==> src/rtl/expr_tx.sv <==
// Expression transmitter: buffers tokens, sends them as ASCII followed by '=', then captures and checks the result.
// Optional WAIT timeout is enabled by defining EXPR_TX_TIMEOUT_EN.
module expr_tx #(
  parameter int MAX_TOK = 15,
  parameter int TIMEOUT = 255
) (
  input  logic       clk,
  input  logic       rst,
  input  logic       tok_we,
  input  logic [4:0] tok_data,
  input  logic       tok_clr,
  input  logic       start,
  input  logic [6:0] exp_result,
  output logic [7:0] ascii_out,
  output logic       ready,
  input  logic       valid,
  input  logic [6:0] result,
  output logic       busy,
  output logic       done,
  output logic       pass,
  output logic       err,
  output logic [6:0] got_result
);

  localparam int CW = $clog2(MAX_TOK + 1);
  localparam logic [CW-1:0] MAX_C = CW'(MAX_TOK);

  typedef enum logic [2:0] {IDLE, SEND, SEND_EQ, WAIT, FIN} state_t;

  state_t        state, state_nxt;
  logic [4:0]    tok_buf [MAX_TOK];
  logic [CW-1:0] count, idx;
  logic [6:0]    exp_q;
  logic          timeout_hit;
  logic          tok_bad;
  logic          start_ok;

  function automatic logic [7:0] enc(input logic [4:0] t);
    logic [7:0] c;
    if (!t[4]) begin
      c = (t[3:0] < 4'd10) ? (8'h30 + {4'd0, t[3:0]}) : (8'h57 + {4'd0, t[3:0]});
    end else begin
      case (t[2:0])
        3'd0:    c = 8'h28;
        3'd1:    c = 8'h29;
        3'd2:    c = 8'h2A;
        3'd3:    c = 8'h2B;
        3'd4:    c = 8'h2D;
        default: c = 8'h3F;
      endcase
    end
    return c;
  endfunction

`ifdef EXPR_TX_TIMEOUT_EN
  localparam int TW = $clog2(TIMEOUT + 1);
  logic [TW-1:0] tmr;

  // Loaded while '=' goes out so the terminal count lands TIMEOUT cycles after it.
  always_ff @(posedge clk) begin
    if (rst)                              tmr <= '0;
    else if (state == SEND_EQ)            tmr <= TW'(TIMEOUT - 1);
    else if (state == WAIT && tmr != '0)  tmr <= tmr - 1'b1;
  end
  assign timeout_hit = (state == WAIT) && (tmr <= TW'(1));
`else
  assign timeout_hit = 1'b0;
`endif

  assign tok_bad  = (count == MAX_C) || (tok_data[4] && tok_data[2:0] > 3'd4);
  assign start_ok = (state == IDLE) && start && (count != '0);

  always_ff @(posedge clk) begin
    if (rst) state <= IDLE;
    else     state <= state_nxt;
  end

  always_comb begin
    state_nxt = state;
    case (state)
      IDLE:    if (start_ok) state_nxt = SEND;
      SEND:    if (idx == CW'(count - 1'b1)) state_nxt = SEND_EQ;
      SEND_EQ: state_nxt = WAIT;
      WAIT:    if (valid || timeout_hit) state_nxt = FIN;
      FIN:     state_nxt = IDLE;
      default: state_nxt = IDLE;
    endcase
  end

  always_comb begin
    ascii_out = 8'h00;
    ready     = 1'b0;
    case (state)
      SEND: begin
        ascii_out = enc(tok_buf[idx]);
        ready     = 1'b1;
      end
      SEND_EQ: begin
        ascii_out = 8'h3D;
        ready     = 1'b1;
      end
      default: ;
    endcase
    busy = (state == SEND) || (state == SEND_EQ) || (state == WAIT);
    done = (state == FIN);
  end

  // Token storage carries no reset; count alone defines what is valid.
  always_ff @(posedge clk) begin
    if (state == IDLE && !tok_clr && tok_we && !tok_bad)
      tok_buf[count] <= tok_data;
  end

  always_ff @(posedge clk) begin
    if (rst) begin
      count      <= '0;
      idx        <= '0;
      exp_q      <= '0;
      pass       <= 1'b0;
      err        <= 1'b0;
      got_result <= '0;
    end else begin
      case (state)
        IDLE: begin
          if (tok_clr) begin
            count <= '0;
            err   <= 1'b0;
          end else if (tok_we) begin
            if (tok_bad) err <= 1'b1;
            else         count <= count + 1'b1;
          end
          if (start) begin
            if (count == '0) begin
              err <= 1'b1;
            end else begin
              idx   <= '0;
              exp_q <= exp_result;
            end
          end
        end
        SEND: idx <= idx + 1'b1;
        WAIT: begin
          if (valid) begin
            got_result <= result;
            pass       <= (result == exp_q);
          end else if (timeout_hit) begin
            got_result <= '0;
            pass       <= 1'b0;
            err        <= 1'b1;
          end
        end
        default: ;
      endcase
    end
  end

endmodule

==> config.mk <==
export PLATFORM = sky130hd
export DESIGN_NAME = expr_tx
export DESIGN_NICKNAME = d
export VERILOG_FILES = /design/src/rtl/expr_tx.sv
export SDC_FILE = /design/constraint.sdc
export NUM_CORES = 1
export LEC_CHECK = 0
export ABC_AREA = 1
export CAP_MARGIN = 20
export CORE_AREA = 4 4 103 105
export CTS_CLUSTER_SIZE = 10
export DETAILED_ROUTE_END_ITERATION = 16
export DIE_AREA = 0 0 107 109
export PLACE_DENSITY = 0.81
export SETUP_SLACK_MARGIN = 0.2
export SLEW_MARGIN = 5
export SYNTH_ARGS = -nofsm -noshare
export SYNTH_HDL_FRONTEND = slang
export SYNTH_SLANG_ARGS = --single-unit
==> constraint.sdc <==
create_clock -name clk -period 2.1 [get_ports clk]
set_input_delay 0.21 -clock clk [delete_from_list [all_inputs] [get_ports clk]]
set_output_delay 0.21 -clock clk [all_outputs]
set_load 0.05 [all_outputs]
==> results.py, run 1 <==
metrics = {
    "status": {
        "outcome": "finished with violations",
        "violations": "negative setup slack",
    },
    "clock_tree": {
        "htreeDepth": 3,
        "cts_buffer_depth": 2,
        "cts_tree": "done",
        "cts-root-buf": "clkbuf_8",
        "cts_hold_repair.buffers": 0,
        "cts_made_buffers": 9,
        "clkSlewWorstSetupHoldPaths_ps": 100,
        "cts.sinks": 106,
        "clk_latency_ps": 380,
    },
    "critical_path": {
        "slowest_stage": "dfxtp_4",
        "cp.required_ps": 1890,
        "r2r-start": "count[0]",
        "reg2reg_slack_ps": 210,
        "crit_fanout": 7,
        "path_buf_inv": 6,
        "slowest_delay_ps": 410,
        "r2r_end": "state[0]",
        "ff2ff_path_depth": 9,
        "crit_type": "flip-flop to primary output",
        "crit_arrival_ps": 2600,
        "crit_family": "simple AND/OR/NAND/NOR gates",
        "end_kind": "primary output",
        "path_cells": "inv_6, buf_8, nor2_1, nor2_1, o21ai_1, nand3_1, nand3_1, nand2_2, inv_4, ha_1, inv_1, nand2_1, nand3_2, nand2_4, nand2_2, nand2_2, clkinvlp_4, buf_12",
        "crit_top_cell": "nand2_2",
        "start_kind": "flip-flop",
    },
    "synthesis": {
        "synth_seq_area_share": 0.582,
        "synth_area_sq_um": 4940,
        "syn-instance-count": 547,
        "synthTopCellsByArea": "edfxtp_1 46%, dfxtp_1 13%, nand2_1 8.8%",
        "syn_nets": 583,
        "synth.top_cell.area_share": 0.456,
        "synth_top_area_cell": "edfxtp_1",
        "ys_ff_latch": 106,
        "yosys_warnings": 0,
        "synth_most_common_cell": "nand2_1",
        "yosys.cell_types.count": 32,
        "ys_async_sr_fraction": 0,
        "syn_avg_cell_area_sq_um": 9.03,
        "synthTopCellsByCount": "116 x nand2_1, 78 x nor2_1, 75 x edfxtp_1",
        "synthFlopType": "edfxtp_1",
        "synth_edf_count": 75,
    },
    "power": {
        "p_leak_nw": 2.71,
        "irDropWorstVdd_mv": 0.688,
        "powerDensity_nw_per_um2": 941,
    },
    "hold_path": {
        "hold_class": "input port to flip-flop",
        "whs_path_depth": 3,
        "hold_end": "exp_q[3]",
        "holdCritStartpoint": "exp_result[3]",
    },
    "global_routing": {
        "grt.met3_usage": 0.0361,
        "grt_pass1_vias": 4020,
        "met2_usage": 0.362,
        "antenna_found_initial": 0,
        "grt_use_total": 0.213,
        "grt-ovfl-total": 0,
        "grt_max_degree": 19,
        "grt_busiest_layer": "met2",
        "grt_use_met1": 0.273,
        "grt_pass1_wl_microns": 19300,
    },
    "timing": {
        "setup_viol": 6,
        "period_share": 1.34,
        "hold_viol": 0,
        "worstMarginPinSlew_ps": 660,
        "rsz0062_at_grt": "yes",
        "setup_ws_ps": -706,
        "min_period_ps": 2810,
        "fmax_mhz": 356,
        "hold_ws_ps": 454,
        "slew_violations": 0,
        "fin_skew_ps": 17.2,
        "slew_headroom": 0.558,
    },
    "detailed_routing": {
        "drt-vias-per-instance": 5.46,
        "antenna_left": 0,
        "num_vias": 4288,
        "totalWireLength_microns": 13300,
        "drt_iter0_drc": 677,
        "drc": 0,
        "avgRoutedWirePerCell_microns": 17.0,
        "dr.pass1.iters": 6,
    },
    "finish": {
        "finalNetCount": 684,
        "fill_cells": 637,
        "fin_area_sq_um": 6680,
        "antenna_cells": 0,
        "area_growth_pct": 35.1,
        "fin_util": 0.692,
        "layout-drive-gt1-share": 0.271,
        "multiInputGateArea_sq_um": 2090,
        "seqCellArea_sq_um": 2890,
    },
    "job": {
        "drv_cap": 0,
    },
    "placed_design": {
        "portBuffers": 43,
        "pre_cts_ws_ps": -188,
        "gp_congestion": 0.887,
        "postPlaceCellArea_sq_um": 6000,
        "dp_hpwl_microns": 8850,
    },
    "floorplanning": {
        "design.die.area_sq_um": 11700,
        "initial_core_util": 0.512,
        "dieWidth_microns": 107,
        "die_h_microns": 109,
        "rows": 36,
        "core-area_sq_um": 9640,
        "pin_count": 45,
    },
}
## state kept, by name (all words and copies together) (netlist names), named ones only
name and count:
err 1, count 4, tok_buf 75, pass 1, idx 4, exp_q 7, state 3, got_result 7
## metrics by stage
stage          TNS [ps]  cells  total power, mW
2_1_floorplan         0    547             3.77
3_3_place_gp      -4070    759             4.57
3_5_place_dp      -6630    759             4.65
4_1_cts           -2610    779             5.88
5_1_grt           -4250    786             6.56
6_report          -3470    786             6.28
## worst register-to-register path, cell delays in order, from the launching register on
cell and delay (ps):
dfxtp_4 390, inv_1 100, ha_1 340, or2_2 130
nand4_1 80, o31ai_1 390, buf_4 190, nand4_1 80
nand2_1 70, inv_1 40
## report_power, final
group	switching, mW	internal, mW	total, mW
combinational	1.59	1.14	2.73
clock	0.719	0.442	1.16
sequential	0.0756	2.31	2.39
## metal layers
metal  share of wire  wire length [microns]
met5               0                      0
met4           0.039                    514
met3           0.067                    899
met2            0.50                   6690
met1            0.39                   5240
## how the worst max path moves through the flow
stage | to | startpoint | cells past startpoint | slack, ps
floorplan | ascii_out[4] | flip-flop | 14 | 5
global placement | tok_buf[10][2] | tok_data[0] | 10 | -90
detailed placement | ascii_out[0] | flip-flop | 17 | -190
CTS | ascii_out[0] | flip-flop | 19 | -550
global route | ascii_out[0] | flip-flop | 18 | -850
finish | ascii_out[0] | flip-flop | 18 | -710
## cells in the final DEF (no fill, tap or decap), types with 2 or more instances in the layout
master	count
nand2_1	97
edfxtp_1	75
nor2_1	65
inv_1	57
buf_4	49
nand3_1	39
clkdlybuf4s50_1	33
dfxtp_1	26
a21oi_1	20
nand2_2	14
o21ai_0	14
buf_6	14
nand3_2	12
o21ai_1	9
nor2_4	9
clkbuf_8	9
nand2_4	8
buf_12	8
nor2_2	7
inv_6	6
o211ai_1	6
xnor2_1	6
ha_1	6
inv_2	5
nand4_1	5
nor3_1	5
xor2_1	4
nor3_2	3
nand3_4	3
ha_4	3
dfxtp_4	3
o21ai_2	2
inv_4	2
clkinvlp_4	2
nor3_4	2
a21oi_4	2
o31ai_1	2
ha_2	2
dfxtp_2	2
clkbuf_2	2
## area by class of cell
class | instances | share of cell area
Inverter | 68 | 0.0418
Clock buffer | 9 | 0.0186
Clock inverter | 7 | 0.00769
Tap cell | 133 | 0.0249
Sequential cell | 106 | 0.432
Timing Repair Buffer | 109 | 0.161
Multi-Input combinational cell | 354 | 0.314
## repair_timing
item,in CTS,in global routing
gates resized for setup,34,81
setup buffers,3,6
endpoints found under the setup margin,85,98
pin swaps,15,27
gates cloned,1,1
## kinds of logic after synthesis
group,Yosys count,share of synthesized area
XOR/XNOR,10,0.0177
other,1,0.000759
AND/OR/NAND/NOR,275,0.237
flip-flops,106,0.582
buffers and inverters,87,0.0727
adder cells (fa/ha/maj),11,0.0279
AO/OA/AOI/OAI,57,0.0623
Note: power is estimated with default switching activity, not from simulation.
==> inputs of run 2 (changes only) <==
--- a/config.mk
+++ b/config.mk
@@ -11,7 +11,7 @@
 export CTS_CLUSTER_SIZE = 10
 export DETAILED_ROUTE_END_ITERATION = 16
 export DIE_AREA = 0 0 107 109
-export PLACE_DENSITY = 0.81
+export PLACE_DENSITY = 0.8
 export SETUP_SLACK_MARGIN = 0.2
 export SLEW_MARGIN = 5
 export SYNTH_ARGS = -nofsm -noshare
==> results.py, run 2 (synthesized netlist as in run 1, its figures left out) <==
metrics = {
    "status": {
        "outcome": "finished with violations",
        "violations": "negative setup slack",
    },
    "power": {
        "irDropWorstVdd_mv": 0.684,
        "p_total_mw": 6.49,
        "p_leak_nw": 2.77,
        "powerDensity_nw_per_um2": 954,
    },
    "critical_path": {
        "cp.required_ps": 1890,
        "slowest_delay_ps": 420,
        "ff2ff_path_depth": 10,
        "path_cells": "inv_6, buf_12, nand2_1, nand3_1, nand3_2, nand3_2, nand2_4, inv_6, ha_4, nor2_4, nand4_1, nand3_2, nand2_2, nand2_2, nand2_2, clkinvlp_4, buf_12",
        "crit_fanout": 5,
        "crit_cells": 17,
        "crit_type": "flip-flop to primary output",
        "slowest_stage": "dfxtp_4",
        "start_kind": "flip-flop",
        "path_buf_inv": 5,
        "end_kind": "primary output",
        "crit_arrival_ps": 2510,
        "crit_family": "simple AND/OR/NAND/NOR gates",
    },
    "clock_tree": {
        "htreeDepth": 3,
        "clk_latency_ps": 370,
        "cts.sinks": 106,
        "cts_tree": "done",
        "cts_buffer_depth": 2,
        "cts-root-buf": "clkbuf_8",
        "cts_made_buffers": 9,
        "clkSlewWorstSetupHoldPaths_ps": 110,
    },
    "timing": {
        "worstMarginPinSlew_ps": 698,
        "setup_ws_ps": -620,
        "slew_violations": 0,
        "fmax_mhz": 368,
        "setup_viol": 6,
        "fin_skew_ps": 21.0,
        "hold_viol": 0,
        "period_share": 1.30,
        "min_period_ps": 2720,
        "rsz0062_at_grt": "yes",
        "slew_headroom": 0.533,
    },
    "global_routing": {
        "grt-ovfl-total": 0,
        "grt_use_total": 0.223,
        "grt_pass1_vias": 4177,
        "grt_max_degree": 20,
        "grt_pass1_wl_microns": 20100,
        "antenna_found_initial": 0,
    },
    "finish": {
        "top_regs": "tok_buf: 75 flops, exp_q: 7 flops, got_result: 7 flops",
        "layout-drive-gt1-share": 0.303,
        "fin_util": 0.706,
        "final_common_cell": "nand2_1",
        "finalNetCount": 692,
        "final_cell_mix": "94 x nand2_1, 75 x edfxtp_1, 64 x nor2_1, 64 x buf_4, 55 x inv_1",
        "area_growth_pct": 37.8,
        "antenna_cells": 0,
        "fin_cells": 794,
        "largest_register_ffs": 75,
        "top_register": "tok_buf",
    },
    "placed_design": {
        "portBuffers": 43,
        "dp_cells": 764,
        "gp_congestion": 0.920,
        "dp_hpwl_microns": 9130,
    },
    "floorplanning": {
        "rows": 36,
        "dieWidth_microns": 107,
        "core-area_sq_um": 9640,
        "die_h_microns": 109,
        "initial_core_util": 0.512,
        "pin_count": 45,
        "design.die.area_sq_um": 11700,
    },
    "detailed_routing": {
        "drc": 0,
        "totalWireLength_microns": 13800,
        "dr.pass1.iters": 5,
        "drt_iter0_drc": 490,
        "num_vias": 4385,
        "avgRoutedWirePerCell_microns": 17.3,
        "drt-vias-per-instance": 5.52,
        "antenna_left": 0,
    },
    "hold_path": {
        "hold_class": "input port to flip-flop",
        "whs_path_depth": 3,
    },
    "job": {
        "drv_cap": 0,
    },
}
run 2: stage by stage:
step | hold WS, ps | setup TNS [ps] | setup WS [ps] | instance area, sq um
after floorplan | 279 | 0 | 5.42 | 5050
after global placement | 450 | -3700 | -94.8 | 6050
after detailed placement | 460 | -7080 | -163 | 6050
after CTS | 457 | -2460 | -525 | 6310
after global routing | 472 | -3790 | -741 | 6810
final | 475 | -3120 | -620 | 6810
run 2: worst paths after layout:
kind	endpoint	start	slack, ps
worst max-delay path	ascii_out[0]	flip-flop	-620
worst min-delay path	exp_q[1]	exp_result[1]	480
worst max register to register	tok_buf[5][1]	count[0]	290
worst min register to register	got_result[4]	got_result[4]	480
run 2: tightest hold or removal path, stage by stage:
cell and delay, ps:
clkdlybuf4s50_1 450, o21ai_0 80, nor2_1 70
run 2: timing repair:
action,CTS,global route
hold buffers,0,0
buffers inserted,0,13
pin swaps,5,34
gates resized for setup,21,104
setup endpoints to repair,84,95
gates cloned,0,1
run 2: final cells by class:
cell class | instances | area [sq um]
clock buffer | 10 | 149
tap | 133 | 166
clock inverter | 6 | 50.0
sequential | 106 | 2890
multi-input combinational | 354 | 2140
fill | 631 | 2830
inverter | 68 | 284
timing repair buffer | 117 | 1130
run 2: power by group:
part / internal, mW / total [mW] / switching [mW]
Combinational: 1.20 / 2.83 / 1.64
Sequential: 2.31 / 2.39 / 0.0761
Clock: 0.525 / 1.27 / 0.746
Total: 4.03 / 6.49 / 2.46
run 2: routing by layer:
metal  part of all wire  up-vias  GRT usage  wire length, microns
li1                   -     2014          -                     -
met1               0.37     2104      0.283                  5120
met2               0.52      236      0.396                  7220
met3              0.081       31     0.0373                  1120
met4              0.023        0     0.0648                   312
met5                  0        -          0                     0
